==> src/rtl/fpu_pkg.sv <==
// fpu_pkg: shared sqrt operand classes, IEEE-754 single constants and the issue-time classifier
package fpu_pkg;
  typedef enum logic [1:0] {NORMAL, ZERO, NAN, PINF} sq_cls_t;
  localparam logic [31:0] FP_QNAN = 32'h7FC0_0000;
  localparam logic [31:0] FP_PINF = 32'h7F80_0000;
  localparam logic [7:0] FP_EXP_MAX = 8'hFF;
  function automatic sq_cls_t classify_sqrt(input logic [31:0] x);
    return x[30:23] == 8'h00 ? ZERO :
           x[30:23] == FP_EXP_MAX ? ((x[22:0] != '0 || x[31]) ? NAN : PINF) :
           x[31] ? NAN : NORMAL;
  endfunction
endpackage

==> src/rtl/fsqrt_res_fifo.sv <==
// fsqrt_res_fifo: DEPTH x W result FIFO (clk, rstn async low, clr sync, push/din, pop/dout head, count)
module fsqrt_res_fifo #(
  parameter int DEPTH = 8,
  parameter int W = 37
) (
  input  logic                         clk,
  input  logic                         rstn,
  input  logic                         clr,
  input  logic                         push,
  input  logic [W-1:0]                 din,
  input  logic                         pop,
  output logic [W-1:0]                 dout,
  output logic [$clog2(DEPTH+1)-1:0]   count
);
  localparam int AW = DEPTH > 1 ? $clog2(DEPTH) : 1;
  localparam int CW = $clog2(DEPTH + 1);
  logic [W-1:0] mem [DEPTH];
  logic [AW-1:0] wr, rd, wr_nxt, rd_nxt;
  assign wr_nxt = wr == AW'(DEPTH - 1) ? '0 : wr + 1'b1;
  assign rd_nxt = rd == AW'(DEPTH - 1) ? '0 : rd + 1'b1;
  assign dout = count != '0 ? mem[rd] : '0;
  always_ff @(posedge clk)
    if (push && !clr) mem[wr] <= din;
  always_ff @(posedge clk or negedge rstn)
    if (!rstn) begin
      wr <= '0;
      rd <= '0;
      count <= '0;
    end else if (clr) begin
      wr <= '0;
      rd <= '0;
      count <= '0;
    end else begin
      if (push) wr <= wr_nxt;
      if (pop) rd <= rd_nxt;
      count <= count + CW'(push) - CW'(pop);
    end
endmodule

==> src/rtl/fsqrt_ctrl.sv <==
// fsqrt_ctrl: fsqrt issue/collect (clk, rstn, flush; in_valid/in_ready/in_x/in_tag -> sq_x; sq_y -> FIFO -> out_valid/out_ready/out_y/out_tag)
module fsqrt_ctrl
  import fpu_pkg::*;
#(
  parameter int LAT = 3,
  parameter int DEPTH = 8,
  parameter int TAG_W = 5
) (
  input  logic             clk,
  input  logic             rstn,
  input  logic             flush,
  input  logic             in_valid,
  output logic             in_ready,
  input  logic [31:0]      in_x,
  input  logic [TAG_W-1:0] in_tag,
  output logic [31:0]      sq_x,
  input  logic [31:0]      sq_y,
  output logic             out_valid,
  input  logic             out_ready,
  output logic [31:0]      out_y,
  output logic [TAG_W-1:0] out_tag
);
  localparam int CW = $clog2(DEPTH + 1);
  localparam int SW = $clog2(DEPTH + LAT + 1);
  logic [LAT-1:0] v;
  logic [LAT-1:0] sgn_q;
  logic [TAG_W-1:0] tag_q [LAT];
  sq_cls_t cls_q [LAT];
  logic [CW-1:0] count;
  logic [SW-1:0] occ;
  logic fire, pop, push;
  logic [31:0] res;
  logic [31+TAG_W:0] dout;
  assign sq_x = in_x;
  always_comb begin
    occ = SW'(count);
    for (int i = 0; i < LAT; i++) occ = occ + SW'(v[i]);
  end
  assign in_ready = rstn & ~flush & (occ < SW'(DEPTH));
  assign fire = in_valid & in_ready & ~flush;
  assign pop = out_valid & out_ready & ~flush;
  assign push = v[LAT-1];
  assign out_valid = count != '0;
  assign {out_y, out_tag} = dout;
  always_comb
    res = cls_q[LAT-1] == ZERO ? {sgn_q[LAT-1], 31'b0} :
          cls_q[LAT-1] == NAN ? FP_QNAN :
          cls_q[LAT-1] == PINF ? FP_PINF : sq_y;
  always_ff @(posedge clk or negedge rstn)
    if (!rstn) begin
      v <= '0;
      sgn_q <= '0;
      for (int i = 0; i < LAT; i++) begin
        tag_q[i] <= '0;
        cls_q[i] <= NORMAL;
      end
    end else begin
      v[0] <= fire;
      sgn_q[0] <= in_x[31];
      tag_q[0] <= in_tag;
      cls_q[0] <= classify_sqrt(in_x);
      for (int i = 1; i < LAT; i++) begin
        v[i] <= v[i-1] & ~flush;
        sgn_q[i] <= sgn_q[i-1];
        tag_q[i] <= tag_q[i-1];
        cls_q[i] <= cls_q[i-1];
      end
    end
  fsqrt_res_fifo #(.DEPTH(DEPTH), .W(32 + TAG_W)) u_fifo (
    .clk  (clk),
    .rstn (rstn),
    .clr  (flush),
    .push (push),
    .din  ({res, tag_q[LAT-1]}),
    .pop  (pop),
    .dout (dout),
    .count(count)
  );
endmodule
==> config.mk <==
export PLATFORM = sky130hd
export DESIGN_NAME = fsqrt_ctrl
export DESIGN_NICKNAME = d
export VERILOG_FILES = /design/src/rtl/fpu_pkg.sv /design/src/rtl/fsqrt_res_fifo.sv /design/src/rtl/fsqrt_ctrl.sv
export SDC_FILE = /design/constraint.sdc
export NUM_CORES = 1
export LEC_CHECK = 0
export CORE_MARGIN = 4
export CORE_UTILIZATION = 50
export DETAILED_ROUTE_END_ITERATION = 10
export GPL_ROUTABILITY_DRIVEN = 0
export GPL_TIMING_DRIVEN = 0
export PLACE_DENSITY = 0.78
export SLEW_MARGIN = 40
export SYNTH_ARGS = -nofsm -noshare
export SYNTH_HDL_FRONTEND = slang
export SYNTH_SLANG_ARGS = --single-unit
==> constraint.sdc <==
create_clock -name clk -period 7.3 [get_ports clk]
set_input_delay 1.825 -clock clk [delete_from_list [all_inputs] [get_ports clk]]
set_output_delay 1.825 -clock clk [all_outputs]
set_load 0.02 [all_outputs]
# Word level (Yosys, flattened, before mapping)
# Memory sizes are Yosys's and may differ from the RTL's.
# Cells that the tools add are included.
# word_totals
ff_bits	37
mem_bits_rw	296
inputBits	74
output_inout_bits	71
word_cells	60
memories	1
# memory_table
name	depth	word_bits	read_ports	rd_clocked_by_memory_dff	wr	line	rtl
u_fifo.mem	8	37	1	0	1	fsqrt_res_fifo.sv:17	logic [W-1:0] mem [DEPTH];
# op_classes
n_addsub	7
order_cmp	1
n_eq_ne	6
n_mux	17
bitwise_logic	9
n_reduce_logical	8
# op_table
cell	count
$mux 32	3
$mux 37	1
$reduce_bool 23->1	1
$mux 3	6
$add 4x1->4	4
$and 1x1->1	8
$eq 8x8->1 const B	1
$logic_not 8->1	1
$add 3x1->3 const B	2
$eq 3x3->1 const B	2
$mux 2	3
$eq 2x2->1 const B	2
$lt 4x4->1 const B	1
$mux 4	1
$reduce_bool 2->1	2
$reduce_bool 4->1	1
$sub 4x1->4	1
$mux 1	3
$eq 2x1->1 const B	1
$logic_and 1x1->1	1
$logic_not 1->1	1
$logic_or 1x1->1	1
$not 1->1	1

# Longest topological paths before layout
# Gate-level depths: netlist (run 1).
# depth
ltp_word	7
depth_mapped	11
ltp_nobuf	10

# Cells and area by module
# From an unflattened synthesis (run 1), not the netlist that was laid out.
# unflattened
hier_cells	632
hier_area_um2	13083.8
# modules_own_cells
mod	n_inst	cells_each	area_per_inst_um2	seq_area_each_um2
fsqrt_res_fifo	1	499	11688.7	9138.8
fsqrt_ctrl	1	133	1395.1	675.6

# Worst setup path after synthesis (run 1)
# Ideal clock, no wire load.
# synth_timing
path_kind	input to register
start	in flush
end	mem u_fifo.mem[2][0] (enable)
setup_ns	0.524
t_arrival_ns	5.648
t_required_ns	6.776
slack_ns	1.128
stages	2
path_buffers	1
cell_sequence	clkbuf_1 > nor4_1
# synth_via
elab_chain_len	4
# synth_lines
item	line	rtl
start, declared	fsqrt_ctrl.sv:11	input logic flush,
$logic_not 1->1	fsqrt_res_fifo.sv:23	if (push && !clr) mem[wr] <= din;
$logic_and 1x1->1	fsqrt_res_fifo.sv:23	
$mux 1	fsqrt_res_fifo.sv:23	
$mux 1 (not written as such)	fsqrt_res_fifo.sv:23	
end, declared	fsqrt_res_fifo.sv:17	
# Every way passes these cells.

# Final worst setup path (run 1)
# layout_timing
start	in rstn
end	out in_ready
# layout_via
elab_chain_len	2
# layout_lines
item	line	rtl
start, declared	fsqrt_ctrl.sv:10	input logic rstn,
$and 1x1->1 (2 in a row)	fsqrt_ctrl.sv:39	assign in_ready = rstn & ~flush & (occ < SW'(DEPTH));
end, declared	fsqrt_ctrl.sv:13	output logic in_ready,
# Every way passes these cells.

==> reports/metrics.csv, run 1 <==
metric,value,unit
run status,completed,
CTS Buffer Depth,3,
CP max-delay cell,clkdlybuf4s50_1,
"Hold Vio Cnt, Final",0,
Comb power frac,23.4,%
Net Switching,0.001280,W
TritonCTS Buffers,36,
R2R setup slack,4.27,ns
die footprint,29170,um^2
Via-to-Cell Ratio,5.682,
RSZ-0062 raised after global routing,false,
"Buf+Inv Stages, Crit Path",2,
first-pass GRT wire length,44570,um
Synth top cells by count,"296 x edfxtp_1, 74 x mux4_2, 52 x nor2_1, 42 x mux2i_1, 37 x dfrtp_1",
Crit path max-delay family,buffers and inverters,
CP Depth,5,
CTS tree,done,
post-synthesis sequential area ratio,74.07,%
share of cells above drive strength 1,24.76,%
worst r2r src,u_fifo.count[3]$_DFF_PN0_,
Tightest Pin Transition,0.6663,ns
metal3 WL,2327,um
Final ANT Viol Nets,0,
"CTS clk-pin slew, worst paths",0.06,ns
Hold WC Path Type,flip-flop to flip-flop,
Cell Rows,59,
Initial Util,50.85,%
cell total after placement,1195,
wl on met1,11300,um
max-slew violation count,0,
vias in the first global route,7649,
DRT Pass-1 Iters,5,
crit-path max FO,38,
total leakage power,5.626,nW
Worst Setup SP,rstn,
Die X,170.8,um
1st-iter DRT viols,680,
Die Height,170.8,um
f_max,190.9,MHz
Setup Viol. Count Final,0,
period utilization,71.76,%
CP arrival,3.41,ns
Placeable Area,26060,um^2
kind of start point of the critical path,primary input,
largest net degree at the start of global routing,39,
post-layout util,63.75,%
clock sinks,333,
number of synthesized flops with an enable pin,296,
clk_skew,0.01799,ns
Clock power frac,33.1,%
Design Power,0.004855,W
final std cells w/o fill,1256,
Layout area overhead,25.37,%
DR WL/cell,23.38,um
sequential power share,43.5,%
minimum clock period,5.239,ns
H-Tree Depth,2,
hold_buf cts,0,
GR Util All Layers,20.35,%
Max stage delay on crit path,0.63,ns
Syn Inst Count,671,
last element of the critical path,in_ready,
YS warnings,0,
post_cts resized,0,
Via Count,7136,
I/O Buffers,144,
Ports,145,
initial antenna violation count,0,
Inserted Diodes,0,
Routed WL,29370,um
Clock Root Buffer,clkbuf_16,
async set-or-reset flop fraction in the synthesized netlist,11.11,%
Worst VDD drop,0.1975,mV
pwr dens,292.3,nW/um^2
Crit Path Class,primary input to output pin,
WP data required,5.48,ns
Pint,0.003575,W
met2 WL post-DR,15030,um
top sig layer,met4,
maxcap violations,0,
"Critical Path, Cell by Cell","buf_4, nor2b_1, nand2_1, mux2i_1, clkdlybuf4s50_1",
Main synth FF type,edfxtp_1,
Worst Slack Setup Final,2.061,ns
pre-CTS WS,2.052,ns
worst reg2reg path depth,11,
Synth area leader,edfxtp_1,
drc violations,0,
hpwl dp,19230,um
"top cells by area, synth","edfxtp_1 67%, mux4_2 13%, dfrtp_1 7.0%",
"FF+latch count, synth",333,
Hold Startpoint,tag_q[5]$_DFF_PN0_,
synth unique cells,33,
post-synth top area share,67.08,%
top-count cell post-synth,edfxtp_1,
terminus of the critical flop-to-flop path,u_fifo.count[3]$_DFF_PN0_,
syn nets,757,
Slew headroom,55.42,%
number of buffers added for setup after CTS,0,
"Clk Latency, worst-skew pair",0.50,ns
area of the mapped netlist,13250,um^2
switching share of power,26.36,%
fin nets,984,
average size of a mapped cell,19.75,um^2
Crit. End Element,output pin,
grt total ovfl,0,
[flip-flops by register name (all words and copies together), names as in the netlist]
name and flops:
u_fifo.count 4, u_fifo.mem 296, sgn_q 3, tag_q 15, u_fifo.rd 3, u_fifo.wr 3
cls_q 6, v 3
[placed cells by master (no fill, tap or decap), drive strengths merged, types with 2 or more instances in the layout]
cell type	synthesis	routed
nand2b	2	2
clkdlybuf4s50	0	143
clkinv	0	11
mux2i	42	42
nor2b	4	4
nand3b	3	3
nand3	4	4
nand2	4	4
edfxtp	296	296
or4	4	4
nor3	5	5
dfrtp	37	37
a21o	9	9
and2	22	22
buf	53	99
nor2	52	52
a21oi	6	6
o21ai	4	4
clkbuf	9	58
inv	13	13
ha	10	10
nand4	3	3
mux4	74	74
nor4	7	7
fa	2	2
[routing by layer]
| metal | track usage, % | vias up |
|---|---|---|
| met4 | 6.111 | 0 |
| met1 | 26.31 | 3651 |
| met5 | 0 | - |
| li1 | - | 3081 |
| met2 | 34.70 | 354 |
| met3 | 4.852 | 50 |
[kinds of logic (layout without fill, tap and decap cells)]
kind of cell / count (synthesis) / after routing / synth area share, %
compound gates: 20 / 20 / 0.9443
simple gates: 113 / 113 / 4.353
mux: 117 / 117 / 15.84
flops: 333 / 333 / 74.07
fa+ha+maj: 12 / 12 / 1.246
xor+xnor: 1 / 1 / 0.06611
buf+inv: 75 / 325 / 3.484
[worst register-to-register path, delay by kind of cell (launching register included)]
kind / cells / cell delay [ns]
flip-flops: 1 / 0.40
AO/OA/AOI/OAI: 2 / 0.34
buffers and inverters: 3 / 0.50
multiplexers: 1 / 0.35
adder cells (fa/ha/maj): 3 / 0.69
AND/OR/NAND/NOR: 2 / 0.65
[how the worst min path moves through the flow]
| stage | slack, ns | to | depth (start not counted) |
|---|---|---|---|
| 6_report | 0.34 | tag_q[0]$_DFF_PN0_ | 0 |
| 5_1_grt | 0.35 | tag_q[0]$_DFF_PN0_ | 0 |
| 4_1_cts | 0.34 | tag_q[0]$_DFF_PN0_ | 0 |
| 3_5_place_dp | 0.33 | cls_q[2]$_DFF_PN0_ | 0 |
| 3_3_place_gp | 0.33 | sgn_q[2]$_DFF_PN0_ | 0 |
| 2_1_floorplan | 0.33 | cls_q[0]$_DFF_PN0_ | 0 |
[power by group through the flow]
stage               sequential [W]  clock (W)  combinational [W]
CTS                        0.00211    0.00163            0.00115
finish                     0.00211    0.00161            0.00114
detailed placement         0.00215          0            0.00114
floorplan                  0.00214          0           0.000689
global placement           0.00215          0            0.00112
global route               0.00211    0.00173            0.00122
[final cells by class]
class,count,area [um^2]
Sequential cell,333,9814
Fill cell,1767,9447
Multi-Input combinational cell,263,3028
Timing Repair Buffer,189,1849
Clock buffer,49,980.9
Tap cell,335,419.2
Buffer,62,412.9
Clock inverter,12,58.81
Inverter,13,48.80
[per-stage QoR]
step	setup TNS [ns]	area, um^2	hold slack, ns
finish	0	16610	0.3372
global route	0	16610	0.3493
floorplan	0	13250	0.3312
CTS	0	16610	0.3418
detailed placement	0	15570	0.3347
global placement	-203.11	15110	0.3326
Note: power is estimated with default switching activity, not from simulation.
==> run 2: changes to the inputs <==
--- a/config.mk
+++ b/config.mk
@@ -10,7 +10,7 @@
 export DETAILED_ROUTE_END_ITERATION = 10
 export GPL_ROUTABILITY_DRIVEN = 0
 export GPL_TIMING_DRIVEN = 0
-export PLACE_DENSITY = 0.78
+export PLACE_DENSITY = 0.81
 export SLEW_MARGIN = 40
 export SYNTH_ARGS = -nofsm -noshare
 export SYNTH_HDL_FRONTEND = slang
==> constraint.sdc (replaced) <==
create_clock -name clk -period 4.3 [get_ports clk]
set_input_delay 1.075 -clock clk [delete_from_list [all_inputs] [get_ports clk]]
set_output_delay 1.075 -clock clk [all_outputs]
set_load 0.02 [all_outputs]
==> run 2 against run 1 <==
  * Worst hold slack gained 0.0098 ns
  * Global-route usage shrank 0.50 points
  * Clock skew fell by 0.0091 ns
  * Sequential share of layout area shrank 0.28 points
  * Critical endpoint is now out_y[29]
  * Sequential power rose by 70%
  * Count of clock-buffer cells in the layout fell by 12
  * Core utilization grew 0.31 points
  * Worst setup slack lost 1.9 ns
  * Combinational power rose by 68%
  * Die area did not move
  * Cell count is 0.72% lower
  * Critical path depth is 1 higher
==> reports/metrics.csv, run 2 (synthesis gave the netlist of run 1 again) <==
metric,value,unit,change
Via-to-Cell Ratio,5.640,,-0.73%
Clock Root Buffer,clkbuf_16,,
Placeable Area,26060,um^2,unchanged
CP max-delay cell,clkdlybuf4s50_1,,
total leakage power,5.617,nW,-0.16%
I/O Buffers,144,,unchanged
Multi-input gate area,3043,um^2,+0.50%
Design Power,0.008325,W,+71%
Hold WC Path Type,flip-flop to flip-flop,,
WP data required,3.22,ns,-2.26 ns
first-pass GRT wire length,43810,um,-1.7%
biggest regs,"u_fifo.mem: 296 flops, tag_q: 15 flops, cls_q: 6 flops",,
pwr dens,498.8,nW/um^2,+71%
register area,9814,um^2,unchanged
period utilization,95.98,%,
"Critical Path, Cell by Cell","inv_1, ha_1, nor3b_2, clkbuf_1, nor2_1, clkdlybuf4s50_1",,
post_cts resized,0,,unchanged
share of cells above drive strength 1,25.44,%,+0.68 points
Die Height,170.8,um,unchanged
initial antenna violation count,0,,unchanged
crit-path max FO,10,,-74%
hold_buf cts,0,,unchanged
DRT Pass-1 Iters,5,,unchanged
Crit path max-delay family,buffers and inverters,,
Via Count,7033,,-1.4%
Setup Viol. Count Final,0,,unchanged
run status,completed,,
Cell Rows,59,,unchanged
pre-CTS WS,0.2905,ns,-1.761 ns
Initial Util,50.85,%,unchanged
post-layout util,64.06,%,+0.31 points
Crit Path Class,flip-flop to output pin,,
max reg flops,296,,unchanged
cell total after placement,1190,,-0.42%
max-slew violation count,0,,unchanged
most frequent cells in the layout,"296 x edfxtp_1, 143 x clkdlybuf4s50_1, 74 x mux4_2",,
"CTS clk-pin slew, worst paths",0.06,ns,about the same
fin nets,974,,-1.0%
CP arrival,3.05,ns,-0.36 ns
grt total ovfl,0,,unchanged
Ports,145,,unchanged
clock sinks,333,,unchanged
clk_skew,0.008926,ns,-0.009067 ns
Post-DP Area,15620,um^2,+0.33%
fillers,1726,,-2.3%
H-Tree Depth,1,,-1
Layout area overhead,25.98,%,
drc violations,0,,unchanged
largest net degree at the start of global routing,39,,unchanged
Final ANT Viol Nets,0,,unchanged
"Clk Latency, worst-skew pair",0.55,ns,+0.05 ns
minimum clock period,4.127,ns,
Die X,170.8,um,unchanged
Inserted Diodes,0,,unchanged
final std cells w/o fill,1247,,-0.72%
Reg with most FFs,u_fifo.mem,,
RSZ-0062 raised after global routing,false,,
Tightest Pin Transition,0.7440,ns,+0.07770 ns
CTS tree,done,,
1st-iter DRT viols,733,,+7.8%
GR Util All Layers,19.84,%,-0.50 points
f_max,242.3,MHz,
"Buf+Inv Stages, Crit Path",3,,+1
die footprint,29170,um^2,unchanged
DR WL/cell,22.84,um,-2.3%
kind of start point of the critical path,flip-flop,,
maxcap violations,0,,unchanged
vias in the first global route,7507,,-1.9%
CTS Buffer Depth,3,,unchanged
"most common cell after layout, fill and taps aside",edfxtp_1,,
Slew headroom,50.13,%,-5.3 points
"Hold Vio Cnt, Final",0,,unchanged
Final Cell Area,16690,um^2,+0.48%
Crit. End Element,output pin,,
number of buffers added for setup after CTS,0,,unchanged
Worst Slack Setup Final,0.1731,ns,-1.888 ns
Worst VDD drop,0.2797,mV,+42%
TritonCTS Buffers,31,,-14%
Max stage delay on crit path,0.61,ns,-0.02 ns
hpwl dp,18940,um,-1.5%
Routed WL,28490,um,-3.0%
[run 2: cell count changes in the layout (fill, tap and decap cells not counted), moves of 6 or more]
cell / delta
buf_6: +11
buf_2: -10
clkbuf_1: -8
buf_4: -7
clkbuf_16: -6
[run 2: report_power, final]
part	leakage (nW)	switching [W]	internal, W
Clock	0.516	0.00115	0.00167
Sequential	3.14	0.0000255	0.00355
Combinational	1.96	0.000999	0.000924
Total	5.62	0.00217	0.00615
[run 2: worst paths after layout]
| kind | startpoint | end | slack (ns) | cells past startpoint |
|---|---|---|---|---|
| setup / recovery | u_fifo.count[3]$_DFF_PN0_ | out_y[29] | 0.17 | 6 |
| hold / removal | tag_q[14]$_DFF_PN0_ | tag_q[9]$_DFF_PN0_ | 0.35 | 0 |
| setup reg to reg | u_fifo.count[3]$_DFF_PN0_ | u_fifo.count[3]$_DFF_PN0_ | 1.36 | 11 |
| hold reg to reg | tag_q[14]$_DFF_PN0_ | tag_q[9]$_DFF_PN0_ | 0.35 | 0 |
| max in group asynchronous | rstn | u_fifo.rd[2]$_DFFE_PN0P_ | 3.47 | 1 |
| min in group asynchronous | rstn | tag_q[10]$_DFF_PN0_ | 0.49 | 1 |
[run 2: per-layer routing]
layer,GRT usage (%),routed length [um]
met5,0,0
met4,3.889,347
met3,3.373,2221
met2,34.18,14730
met1,27.25,11190
[run 2: area by class of cell]
| class | instances | area share (%) |
|---|---|---|
| inverter | 13 | 0.2923 |
| multi-input combinational | 263 | 18.23 |
| clock buffer | 37 | 4.962 |
| tap | 335 | 2.511 |
| timing repair buffer | 184 | 11.30 |
| sequential | 333 | 58.80 |
| clock inverter | 20 | 1.439 |
| buffer | 62 | 2.474 |
[run 2: stage by stage]
stage	hold slack (ns)	TNS (ns)
6_report	0.3469	0
5_1_grt	0.3621	0
4_1_cts	0.3497	0
3_5_place_dp	0.3356	0
3_3_place_gp	0.3314	-586.72
2_1_floorplan	0.3312	-5.183
==> run 3: changes to the inputs <==
--- a/config.mk
+++ b/config.mk
@@ -10,8 +10,9 @@
 export DETAILED_ROUTE_END_ITERATION = 10
 export GPL_ROUTABILITY_DRIVEN = 0
 export GPL_TIMING_DRIVEN = 0
-export PLACE_DENSITY = 0.81
+export PLACE_DENSITY = 0.75
 export SLEW_MARGIN = 40
 export SYNTH_ARGS = -nofsm -noshare
 export SYNTH_HDL_FRONTEND = slang
 export SYNTH_SLANG_ARGS = --single-unit
+export TNS_END_PERCENT = 30
==> run 3 against run 2 <==
  * Worst setup slack better by 0.041 ns
  * Non-clock buffer count is 1 higher
  * Global-route usage is 0.077 points lower
  * Count of clock-buffer cells in the layout rose by 10
  * Clock skew grew 0.011 ns
  * First-iteration DRC count is 8.9% lower
  * Sequential cell count stayed put
  * Die area unchanged
  * Wire length is 0.11% higher
  * Core utilization decreased by 0.19 points
  * Sequential share of layout area rose by 0.18 points
  * Clock power is essentially flat
==> reports/metrics.csv, run 3 (synthesis gave the netlist of run 1 again) <==
metric,value,unit,change
"most common cell after layout, fill and taps aside",edfxtp_1,,
H-Tree Depth,2,,+1
Ports,145,,unchanged
Via-to-Cell Ratio,5.615,,-0.44%
GR Util All Layers,19.77,%,-0.077 points
1st-iter DRT viols,668,,-8.9%
Clock power frac,33.9,%,about the same
RSZ-0062 raised after global routing,false,,
Die X,170.8,um,unchanged
Multi-input gate area,3043,um^2,unchanged
fillers,1764,,+2.2%
most frequent cells in the layout,"296 x edfxtp_1, 143 x clkdlybuf4s50_1, 74 x mux4_2",,
Layout area overhead,25.60,%,
Inserted Diodes,0,,unchanged
vias in the first global route,7448,,-0.79%
Placeable Area,26060,um^2,unchanged
hold_buf cts,0,,unchanged
Final ANT Viol Nets,0,,unchanged
terminus of the critical flop-to-flop path,u_fifo.count[3]$_DFF_PN0_,,
largest net degree at the start of global routing,39,,unchanged
Worst VDD drop,0.3455,mV,+23%
Comb power frac,23.0,%,about the same
Clock Root Buffer,clkbuf_16,,
f_max,244.7,MHz,+1.0%
pre-CTS WS,0.3067,ns,+0.01619 ns
hpwl dp,19160,um,+1.2%
Crit Path Class,flip-flop to output pin,,
first-pass GRT wire length,43330,um,-1.1%
Hold Startpoint,cls_q[4]$_DFF_PN0_,,
pwr dens,499.7,nW/um^2,+0.18%
number of buffers added for setup after CTS,0,,unchanged
post-layout util,63.86,%,-0.19 points
I/O Buffers,144,,unchanged
run status,completed,,
Hold Path Sink,cls_q[2]$_DFF_PN0_,,
worst r2r src,u_fifo.count[3]$_DFF_PN0_,,
Setup Viol. Count Final,0,,unchanged
period utilization,95.02,%,-0.96 points
max reg flops,296,,unchanged
"Critical Path, Cell by Cell","inv_1, ha_1, nor3b_2, clkbuf_1, nor2_1, clkdlybuf4s50_1",,
fin nets,978,,+0.41%
Via Count,7013,,-0.28%
DRT Pass-1 Iters,6,,+1
biggest regs,"u_fifo.mem: 296 flops, tag_q: 15 flops, cls_q: 6 flops",,
max-slew violation count,0,,unchanged
CP max-delay cell,clkdlybuf4s50_1,,
CTS tree,done,,
Die Height,170.8,um,unchanged
worst reg2reg path depth,11,,unchanged
Tightest Pin Transition,0.6290,ns,-0.1149 ns
Hold WC Path Type,flip-flop to flip-flop,,
R2R setup slack,1.33,ns,-0.03 ns
Crit. End Element,output pin,,
CTS Buffer Depth,3,,unchanged
Cell Rows,59,,unchanged
Pint,0.006173,W,+0.35%
Reg with most FFs,u_fifo.mem,,
hold path cells,0,,unchanged
share of cells above drive strength 1,24.40,%,-1.0 points
register area,9814,um^2,unchanged
clock sinks,333,,unchanged
CP arrival,3.01,ns,-0.04 ns
Routed WL,28520,um,+0.11%
"CTS clk-pin slew, worst paths",0.06,ns,about the same
post_cts resized,0,,unchanged
Worst Slack Setup Final,0.2141,ns,+0.04107 ns
sequential power share,43.1,%,about the same
grt total ovfl,0,,unchanged
kind of start point of the critical path,flip-flop,,
maxcap violations,0,,unchanged
die footprint,29170,um^2,unchanged
WP data required,3.22,ns,about the same
switching share of power,25.77,%,-0.35 points
Net Switching,0.002143,W,-1.5%
TritonCTS Buffers,34,,+9.7%
Slew headroom,58.06,%,+7.9 points
drc violations,0,,unchanged
"Hold Vio Cnt, Final",0,,unchanged
Max stage delay on crit path,0.61,ns,about the same
minimum clock period,4.086,ns,-0.04107 ns
initial antenna violation count,1,,+1
clk_skew,0.01987,ns,+0.01094 ns
crit-path max FO,10,,unchanged
Initial Util,50.85,%,unchanged
total leakage power,5.613,nW,about the same
"Clk Latency, worst-skew pair",0.51,ns,-0.04 ns
DR WL/cell,22.83,um,about the same
run 3: cell types whose count changed in the layout (fill, tap and decap cells not counted), sizes merged:
cell      delta
clkbuf      +10
clkinvlp     -5
bufinv       -3
buf          +1
inv          -1
run 3: power groups by stage:
| stage | clock (W) | sequential (W) | combinational (W) |
|---|---|---|---|
| 6_report | 0.00282 | 0.00358 | 0.00191 |
| 5_1_grt | 0.00302 | 0.00358 | 0.00205 |
| 4_1_cts | 0.00287 | 0.00358 | 0.00195 |
| 3_5_place_dp | 0 | 0.00365 | 0.00193 |
| 3_3_place_gp | 0 | 0.00364 | 0.00190 |
| 2_1_floorplan | 0 | 0.00364 | 0.00117 |
run 3: layout make-up:
| class | instances | area share [%] |
|---|---|---|
| multi-input combinational | 263 | 18.28 |
| clock buffer | 47 | 5.849 |
| sequential | 333 | 58.97 |
| buffer | 62 | 2.481 |
| inverter | 13 | 0.2932 |
| timing repair buffer | 185 | 11.01 |
| clock inverter | 11 | 0.5864 |
| tap | 335 | 2.519 |
run 3: worst max-delay path by stage:
stage	from	endpoint	slack [ns]	depth (start not counted)
finish	u_fifo.count[3]$_DFF_PN0_	out_y[30]	0.21	6
global route	u_fifo.count[3]$_DFF_PN0_	out_y[30]	0.01	6
CTS	u_fifo.count[3]$_DFF_PN0_	out_y[30]	0.20	6
detailed placement	flush	u_fifo.count[3]$_DFF_PN0_	0.31	10
global placement	flush	u_fifo.mem[4][23]$_DFFE_PP_	-3.25	3
floorplan	flush	u_fifo.mem[0][0]$_DFFE_PP_	-0.05	2
run 3: worst max-delay path, delay by kind of cell (launching register included):
family	cells	cell delay, ns
simple gates	2	0.72
fa+ha+maj	1	0.16
buf+inv	3	1.25
flops	1	0.39
run 3: through the flow:
step / instances / hold slack (ns) / TNS (ns) / power (W) / area, um^2
final: 1249 / 0.3350 / 0 / 0.008316 / 16640
after global routing: 1249 / 0.3522 / 0 / 0.008655 / 16640
after CTS: 1249 / 0.3388 / 0 / 0.008400 / 16640
after detailed placement: 1191 / 0.3347 / 0 / 0.005580 / 15570
after global placement: 1150 / 0.3320 / -615.64 / 0.005546 / 15120
after floorplan: 671 / 0.3312 / -5.183 / 0.004807 / 13260
run 3: per-layer routing:
layer / up-vias / global-route usage (%) / part of all wire [%]
met2: 310 / 33.67 / 50
met3: 53 / 4.228 / 7.4
met4: 2 / 5.174 / 2.4
met1: 3578 / 26.28 / 40
li1: 3070 / - / -
met5: - / 0 / 0.042
